**config.mk**
```make
export PLATFORM = sky130hd
export DESIGN_NAME = ilm_core_pipe
export DESIGN_NICKNAME = d
export VERILOG_FILES = /design/src/rtl/ilm_core_pipe.sv
export SDC_FILE = /design/constraint.sdc
export NUM_CORES = 1
export LEC_CHECK = 0
export BUFFER_PORTS_ARGS = -buffer_cell sky130_fd_sc_hd__buf_2
export CORE_MARGIN = 5
export CORE_UTILIZATION = 67
export CTS_BUF_LIST = sky130_fd_sc_hd__clkbuf_4
export DETAILED_ROUTE_END_ITERATION = 16
export PLACE_DENSITY_LB_ADDON = 0.2
export SLEW_MARGIN = 0
export SYNTH_ARGS = -nofsm -noshare
export SYNTH_HDL_FRONTEND = slang
export SYNTH_SLANG_ARGS = --single-unit
```
**constraint.sdc**
```tcl
create_clock -name clk -period 8.62 [get_ports clk]
set_input_delay 0.862 -clock clk [delete_from_list [all_inputs] [get_ports clk]]
set_output_delay 0.862 -clock clk [all_outputs]
set_load 0.01 [all_outputs]
```
**src/rtl/ilm_core_pipe.sv**
```systemverilog
// ilm_core_pipe -- pipelined improved-log-multiplier core.
//
// Sits downstream of the nearest-one detectors. Each beat carries operands
// A, B and their one-hot nearest-power-of-two vectors NA, NB. The core forms
//   P ~= 2^(ka+kb) + qa*2^kb + qb*2^ka,   qx = X - 2^kx (signed)
// over three register stages with a valid/ready handshake on both sides.
// Stalls collapse bubbles: a stage accepts new data whenever it is empty or
// its contents are moving on in the same cycle.
//
// Ports
//   clk        rising-edge clock
//   rst_n      asynchronous active-low reset
//   clr_err    synchronous clear of err_cnt (wins over an increment)
//   in_valid   input beat valid
//   in_ready   core can take a beat this cycle
//   in_a/in_b  unsigned operands
//   in_na/nb   one-hot nearest power of two (all-zero => operand is zero)
//   out_valid  result valid
//   out_ready  downstream takes the result
//   out_p      approximate product, unsigned 2W bits, saturated
//   out_err    beat had a multi-hot NA or NB (product forced to zero)
//   err_cnt    saturating count of accepted multi-hot beats
module ilm_core_pipe #(
  parameter int W     = 8,
  parameter int CNT_W = 8
) (
  input  logic             clk,
  input  logic             rst_n,
  input  logic             clr_err,
  input  logic             in_valid,
  output logic             in_ready,
  input  logic [W-1:0]     in_a,
  input  logic [W-1:0]     in_na,
  input  logic [W-1:0]     in_b,
  input  logic [W-1:0]     in_nb,
  output logic             out_valid,
  input  logic             out_ready,
  output logic [2*W-1:0]   out_p,
  output logic             out_err,
  output logic [CNT_W-1:0] err_cnt
);

  localparam int K_W = $clog2(W);
  localparam int P_W = 2*W + 2;

  // Index of the set bit; for multi-hot input the result is meaningless,
  // but such beats are flagged and their product is forced to zero.
  function automatic logic [K_W-1:0] onehot_idx(input logic [W-1:0] oh);
    logic [K_W-1:0] idx;
    idx = '0;
    for (int i = 0; i < W; i++) begin
      if (oh[i]) idx = idx | K_W'(i);
    end
    return idx;
  endfunction

  // More than one bit set: clearing the lowest set bit leaves something.
  function automatic logic multi_hot(input logic [W-1:0] oh);
    return |(oh & (oh - W'(1)));
  endfunction

  // Clamp a signed sum into the unsigned product range.
  function automatic logic [2*W-1:0] sat_u(input logic signed [P_W-1:0] s);
    if (s[P_W-1])
      return '0;
    else if (|s[P_W-2:2*W])
      return '1;
    else
      return s[2*W-1:0];
  endfunction

  logic vld_p1, vld_p2, vld_p3;
  logic rdy_p2, rdy_p3;
  logic acc_p0;

  assign rdy_p3    = !vld_p3 || out_ready;
  assign rdy_p2    = !vld_p2 || rdy_p3;
  assign in_ready  = !vld_p1 || rdy_p2;
  assign acc_p0    = in_valid && in_ready;
  assign out_valid = vld_p3;

  logic err_p0;
  assign err_p0 = multi_hot(in_na) || multi_hot(in_nb);

  // ---- stage 1: register operands, encode one-hot, flag zero/err ----
  logic [W-1:0]   a_p1, b_p1;
  logic [K_W-1:0] ka_p1, kb_p1;
  logic           zero_p1, err_p1;

  always_ff @(posedge clk) begin
    if (acc_p0) begin
      a_p1    <= in_a;
      b_p1    <= in_b;
      ka_p1   <= onehot_idx(in_na);
      kb_p1   <= onehot_idx(in_nb);
      zero_p1 <= (in_na == '0) || (in_nb == '0);
      err_p1  <= err_p0;
    end
  end

  // ---- stage 2: residues qa/qb and the three partial terms ----
  logic signed [W:0]     qa_c, qb_c;
  logic signed [P_W-1:0] qa_x, qb_x, base_c, ta_c, tb_c;
  logic [K_W:0]          kab_c;

  always_comb begin
    qa_c   = $signed({1'b0, a_p1}) - $signed({1'b0, W'(1) << ka_p1});
    qb_c   = $signed({1'b0, b_p1}) - $signed({1'b0, W'(1) << kb_p1});
    qa_x   = $signed({{(P_W-W-1){qa_c[W]}}, qa_c});
    qb_x   = $signed({{(P_W-W-1){qb_c[W]}}, qb_c});
    kab_c  = {1'b0, ka_p1} + {1'b0, kb_p1};
    base_c = $signed(P_W'(1) << kab_c);
    ta_c   = qa_x <<< kb_p1;
    tb_c   = qb_x <<< ka_p1;
  end

  logic signed [P_W-1:0] base_p2, ta_p2, tb_p2;
  logic                  kill_p2, err_p2;

  always_ff @(posedge clk) begin
    if (vld_p1 && rdy_p2) begin
      base_p2 <= base_c;
      ta_p2   <= ta_c;
      tb_p2   <= tb_c;
      kill_p2 <= zero_p1 || err_p1;
      err_p2  <= err_p1;
    end
  end

  // ---- stage 3: sum, clamp, output register ----
  logic signed [P_W-1:0] sum_c;
  assign sum_c = base_p2 + ta_p2 + tb_p2;

  always_ff @(posedge clk or negedge rst_n) begin
    if (!rst_n) begin
      out_p   <= '0;
      out_err <= 1'b0;
    end else if (vld_p2 && rdy_p3) begin
      out_p   <= kill_p2 ? '0 : sat_u(sum_c);
      out_err <= err_p2;
    end
  end

  always_ff @(posedge clk or negedge rst_n) begin
    if (!rst_n) begin
      vld_p1 <= 1'b0;
      vld_p2 <= 1'b0;
      vld_p3 <= 1'b0;
    end else begin
      if (in_ready) vld_p1 <= in_valid;
      if (rdy_p2)   vld_p2 <= vld_p1;
      if (rdy_p3)   vld_p3 <= vld_p2;
    end
  end

  always_ff @(posedge clk or negedge rst_n) begin
    if (!rst_n)
      err_cnt <= '0;
    else if (clr_err)
      err_cnt <= '0;
    else if (acc_p0 && err_p0 && (err_cnt != '1))
      err_cnt <= err_cnt + CNT_W'(1);
  end

endmodule

```
==> flow_summary.html <==
<table>
<tr><th>Metric</th><th>Value</th></tr>
<tr><th colspan="2">Synthesis</th></tr>
<tr><td>Synthesis warning total</td><td>0</td></tr>
<tr><td>#FFs+latches synth</td><td>102</td></tr>
<tr><td>Mean area per synthesized cell</td><td>10.3 um2</td></tr>
<tr><td>Fraction of synthesized area in multiplexers</td><td>0.0429</td></tr>
<tr><td>Number of enable flip-flop cells after synthesis</td><td>74</td></tr>
<tr><td>Count of unique library cells instantiated by Yosys</td><td>65</td></tr>
<tr><td>Seq/Total Area, Yosys</td><td>0.452</td></tr>
<tr><td>Adder-cell share of the synthesized area</td><td>0.136</td></tr>
<tr><td>Most frequently used flop master after synthesis</td><td>edfxtp_1</td></tr>
<tr><td>Post-synthesis compound-gate area fraction</td><td>0.146</td></tr>
<tr><td>Synth Area in XOR/XNOR</td><td>0.0338</td></tr>
<tr><td>Post-synthesis instance total</td><td>628</td></tr>
<tr><td>Post-synth net total</td><td>723</td></tr>
<tr><td>Fraction of the mapped netlist area in simple logic gates</td><td>0.155</td></tr>
<tr><td>Combinational family with the most area after synthesis</td><td>simple AND/OR/NAND/NOR gates</td></tr>
<tr><td>Total standard cell area after synthesis</td><td>0.00647 mm2</td></tr>
<tr><td>Fraction of registers with async set/reset</td><td>0.275</td></tr>
<tr><th colspan="2">Critical path</th></tr>
<tr><td>Largest fanout on the critical path</td><td>17</td></tr>
<tr><td>Combined buffer and inverter count along the critical path</td><td>2</td></tr>
<tr><td>Slack of the worst reg-to-reg path</td><td>4190 ps</td></tr>
<tr><td>Max stage delay cell, worst path</td><td>edfxtp_1</td></tr>
<tr><td>Signal arrival time at the worst endpoint</td><td>4630 ps</td></tr>
<tr><td>Crit-path max cell delay</td><td>850 ps</td></tr>
<tr><td>Critical path endpoint category</td><td>flip-flop</td></tr>
<tr><td>Crit path launch type</td><td>flip-flop</td></tr>
<tr><td>Worst EP required</td><td>8810 ps</td></tr>
<tr><td>Startpoint-to-endpoint class of the critical path</td><td>reg2reg</td></tr>
<tr><td>Critical path cell sequence</td><td>clkinv_1 -&gt; nor2_1 -&gt; nand2_1 -&gt; ha_1 -&gt; o21a_1 -&gt; o31a_1 -&gt; o21ai_0 -&gt; xor2_1 -&gt; inv_1 -&gt; a222oi_1 -&gt; mux2i_1</td></tr>
<tr><td>CP top delay family</td><td>compound AO/OA/AOI/OAI gates</td></tr>
<tr><th colspan="2">Floorplanning</th></tr>
<tr><td>Placeable core region</td><td>0.00933 mm2</td></tr>
<tr><td>Die outline height</td><td>108 um</td></tr>
<tr><td>Number of I/O pins</td><td>64</td></tr>
<tr><td>Die Outline Area</td><td>0.0117 mm2</td></tr>
<tr><td>Number of rows in the core area</td><td>35</td></tr>
<tr><td>Initial Utilization</td><td>0.694</td></tr>
<tr><td>Width of the chip</td><td>108 um</td></tr>
<tr><th colspan="2">Power</th></tr>
<tr><td>Pleak</td><td>2.98 nW</td></tr>
<tr><td>Pwr per Cell Area</td><td>182 mW/mm2</td></tr>
<tr><td>Maximum VDD drop</td><td>0.0844 mV</td></tr>
<tr><th colspan="2">STA</th></tr>
<tr><td>Final critical path time including I/O delays and setup</td><td>4430 ps</td></tr>
<tr><td>F_max</td><td>226 MHz</td></tr>
<tr><td>Setup TNS</td><td>0 ps</td></tr>
<tr><td>Final Max Slew Viols</td><td>0</td></tr>
<tr><td>Total count of hold-check failures in the final report</td><td>0</td></tr>
<tr><td>Skew final</td><td>19.2 ps</td></tr>
<tr><td>Setup repair after global routing missed its margin</td><td>no</td></tr>
<tr><td>Portion of the clock cycle consumed by the worst path in the final layout</td><td>0.514</td></tr>
<tr><td>Slew Limit Headroom</td><td>0.254</td></tr>
<tr><td>Least-Margin Pin Slew</td><td>1110 ps</td></tr>
<tr><td>Setup violations, final</td><td>0</td></tr>
<tr><th colspan="2">Layout</th></tr>
<tr><td>Final Instance Area</td><td>0.00702 mm2</td></tr>
<tr><td>Net count reported at finish</td><td>782</td></tr>
<tr><td>Final core utilization</td><td>0.753</td></tr>
<tr><td>Layout cell share with drive strength beyond 1</td><td>0.146</td></tr>
<tr><td>N_diodes</td><td>0</td></tr>
<tr><td>Signed area change from the synthesized netlist to the final layout</td><td>8.49%</td></tr>
<tr><td>Layout Cells excl Fill</td><td>821</td></tr>
<tr><th colspan="2">Route</th></tr>
<tr><td>Drt total wl</td><td>14.0 mm</td></tr>
<tr><td>DR vias</td><td>4926</td></tr>
<tr><td>Antenna viol nets, final</td><td>0</td></tr>
<tr><td>First-iteration detailed-routing DRC count</td><td>446</td></tr>
<tr><td>Detailed Routing Iterations Pass 1</td><td>5</td></tr>
<tr><td>Routed via count divided by cell count</td><td>6.00</td></tr>
<tr><td>Post-detailed-route wirelength per cell</td><td>17.0 um</td></tr>
<tr><td>Remaining routing DRC violations</td><td>0</td></tr>
<tr><th colspan="2">Place</th></tr>
<tr><td>Placed Cells incl. Taps</td><td>805</td></tr>
<tr><td>Buffers on Ports</td><td>63</td></tr>
<tr><td>Dpl hpwl</td><td>10.8 mm</td></tr>
<tr><td>Routability cong.</td><td>0.914</td></tr>
<tr><td>Placed instance area</td><td>0.00689 mm2</td></tr>
<tr><th colspan="2">Clock tree</th></tr>
<tr><td>Maximum clock insertion buffer count</td><td>2</td></tr>
<tr><td>CTS resizes</td><td>0</td></tr>
<tr><td>Clock slew at the register clock pins of the worst setup and hold paths</td><td>160 ps</td></tr>
<tr><td>Root buffer cell</td><td>clkbuf_4</td></tr>
<tr><td>Buffers inserted by post-CTS timing repair</td><td>0</td></tr>
<tr><td>Number of H-tree branching levels</td><td>3</td></tr>
<tr><td>CTS tree</td><td>built</td></tr>
<tr><td>Number of hold buffers added after CTS</td><td>0</td></tr>
<tr><td>Sink count of the clock tree</td><td>102</td></tr>
<tr><td>Number of buffers created by CTS</td><td>9</td></tr>
<tr><td>Skew-Pair Late Insertion Delay</td><td>470 ps</td></tr>
<tr><th colspan="2">Min path</th></tr>
<tr><td>Class of the most critical hold timing path</td><td>in2async</td></tr>
<tr><th colspan="2">Global routing</th></tr>
<tr><td>Maximum number of pins on one net before global-route repair</td><td>51</td></tr>
<tr><td>Antenna violations before repair</td><td>0</td></tr>
<tr><td>Number of global-route vias before repair</td><td>4932</td></tr>
<tr><td>Wire length of the first global-routing pass</td><td>23.3 mm</td></tr>
<tr><td>Total routing usage reported by global routing</td><td>0.254</td></tr>
<tr><td>Global-route congestion overflow total</td><td>0</td></tr>
<tr><th colspan="2">Status</th></tr>
<tr><td>Status</td><td>finished clean</td></tr>
<tr><th colspan="2">Job</th></tr>
<tr><td>Max-Cap Viols</td><td>0</td></tr>
</table>
==> state kept, by name, summed over array words and instances, names as in the netlist <==
signal and cells:
base_p2 16, out_p 16, ta_p2 16, tb_p2 16
a_p1 8, b_p1 8, err_cnt 8, ka_p1 3
kb_p1 3, err_p1 1, err_p2 1, kill_p2 1
out_err 1, out_valid 1, vld_p1 1, vld_p2 1
zero_p1 1
==> cells in the mapped netlist (4+ instances only) <==
master,number,area share
edfxtp_1,74,0.34
or4_1,7,0.0081
o21ai_0,49,0.038
xor2_1,9,0.012
o21a_1,9,0.010
and2_1,5,0.0048
or3_1,12,0.012
ha_1,37,0.072
a21o_1,10,0.012
o31ai_1,4,0.0046
or2_2,4,0.0039
mux2i_1,14,0.022
nand2b_1,7,0.0068
inv_1,36,0.021
nor2_1,64,0.037
dfrtp_1,28,0.11
mux2_2,9,0.016
a31oi_1,4,0.0039
nand2_1,61,0.035
fa_1,21,0.065
a21oi_1,34,0.026
a211oi_1,6,0.0070
nand3_1,15,0.012
xnor2_1,16,0.022
clkbuf_1,12,0.0070
nor4_1,4,0.0039
nor2b_1,7,0.0068
nor3_1,15,0.012
==> power breakdown <==
part           internal, mW  switching (mW)
clock network        0.0672           0.170
registers             0.572          0.0225
logic                 0.180           0.264
==> placed cells by master, fill, tap and decap left out, types with 16 or more instances in the layout <==
| cell | n |
|---|---|
| edfxtp_1 | 74 |
| nor2_1 | 64 |
| fa_1 | 21 |
| a21oi_1 | 34 |
| o21ai_0 | 49 |
| xnor2_1 | 16 |
| nand2_1 | 61 |
| inv_1 | 36 |
| buf_2 | 63 |
| dfrtp_1 | 28 |
| ha_1 | 37 |
==> layer usage <==
| layer | GRT usage | vias to the layer above | share of wire |
|---|---|---|---|
| met3 | 0.0299 | 40 | 0.056 |
| met2 | 0.451 | 193 | 0.51 |
| met4 | 0.109 | 0 | 0.034 |
| met1 | 0.315 | 2305 | 0.40 |
| li1 | - | 2388 | - |
| met5 | 0 | - | 0 |
==> worst register-to-register path: stages (launching register included) <==
cell	delay [ps]
edfxtp_1	850
clkinv_1	510
nor2_1	360
nand2_1	120
ha_1	350
o21a_1	210
o31a_1	120
o21ai_0	280
xor2_1	490
inv_1	80
a222oi_1	610
mux2i_1	190
==> area by class of cell <==
| type | count | area, um2 |
|---|---|---|
| Clock inverter | 6 | 55.1 |
| Tap cell | 129 | 161 |
| Timing Repair Buffer | 65 | 330 |
| Sequential cell | 102 | 2920 |
| Inverter | 39 | 146 |
| Fill cell | 674 | 2310 |
| Multi-Input combinational cell | 470 | 3330 |
| Clock buffer | 10 | 75.1 |
==> stage by stage <==
step / setup WS [ps] / power [mW] / hold WS (ps)
final: 4190 / 1.28 / 391
after global routing: 3950 / 1.36 / 431
after CTS: 4380 / 1.28 / 388
after detailed placement: 4400 / 1.04 / 457
after global placement: 4520 / 1.03 / 444
after floorplan: 5510 / 0.935 / 418
==> final timing paths <==
kind | start | end | cells after the start
hold reg to reg | err_p1 | err_p2 | 0
min in group clk | err_p1 | err_p2 | 0
setup reg to reg | ka_p1[1] | ta_p2[7] | 11
max in group asynchronous | rst_n | out_p[14] | 1
setup / recovery | ka_p1[1] | ta_p2[7] | 11
hold / removal | rst_n | out_p[2] | 1
==> logic make-up (layout without fill, tap and decap cells) <==
family / count (synthesis) / count (layout)
XOR/XNOR: 25 / 25
adder cells (fa/ha/maj): 58 / 58
flip-flops: 102 / 102
AO/OA/AOI/OAI: 150 / 150
AND/OR/NAND/NOR: 212 / 212
multiplexers: 25 / 25
buffers and inverters: 56 / 120
Note: power is estimated with default switching activity, not from simulation.
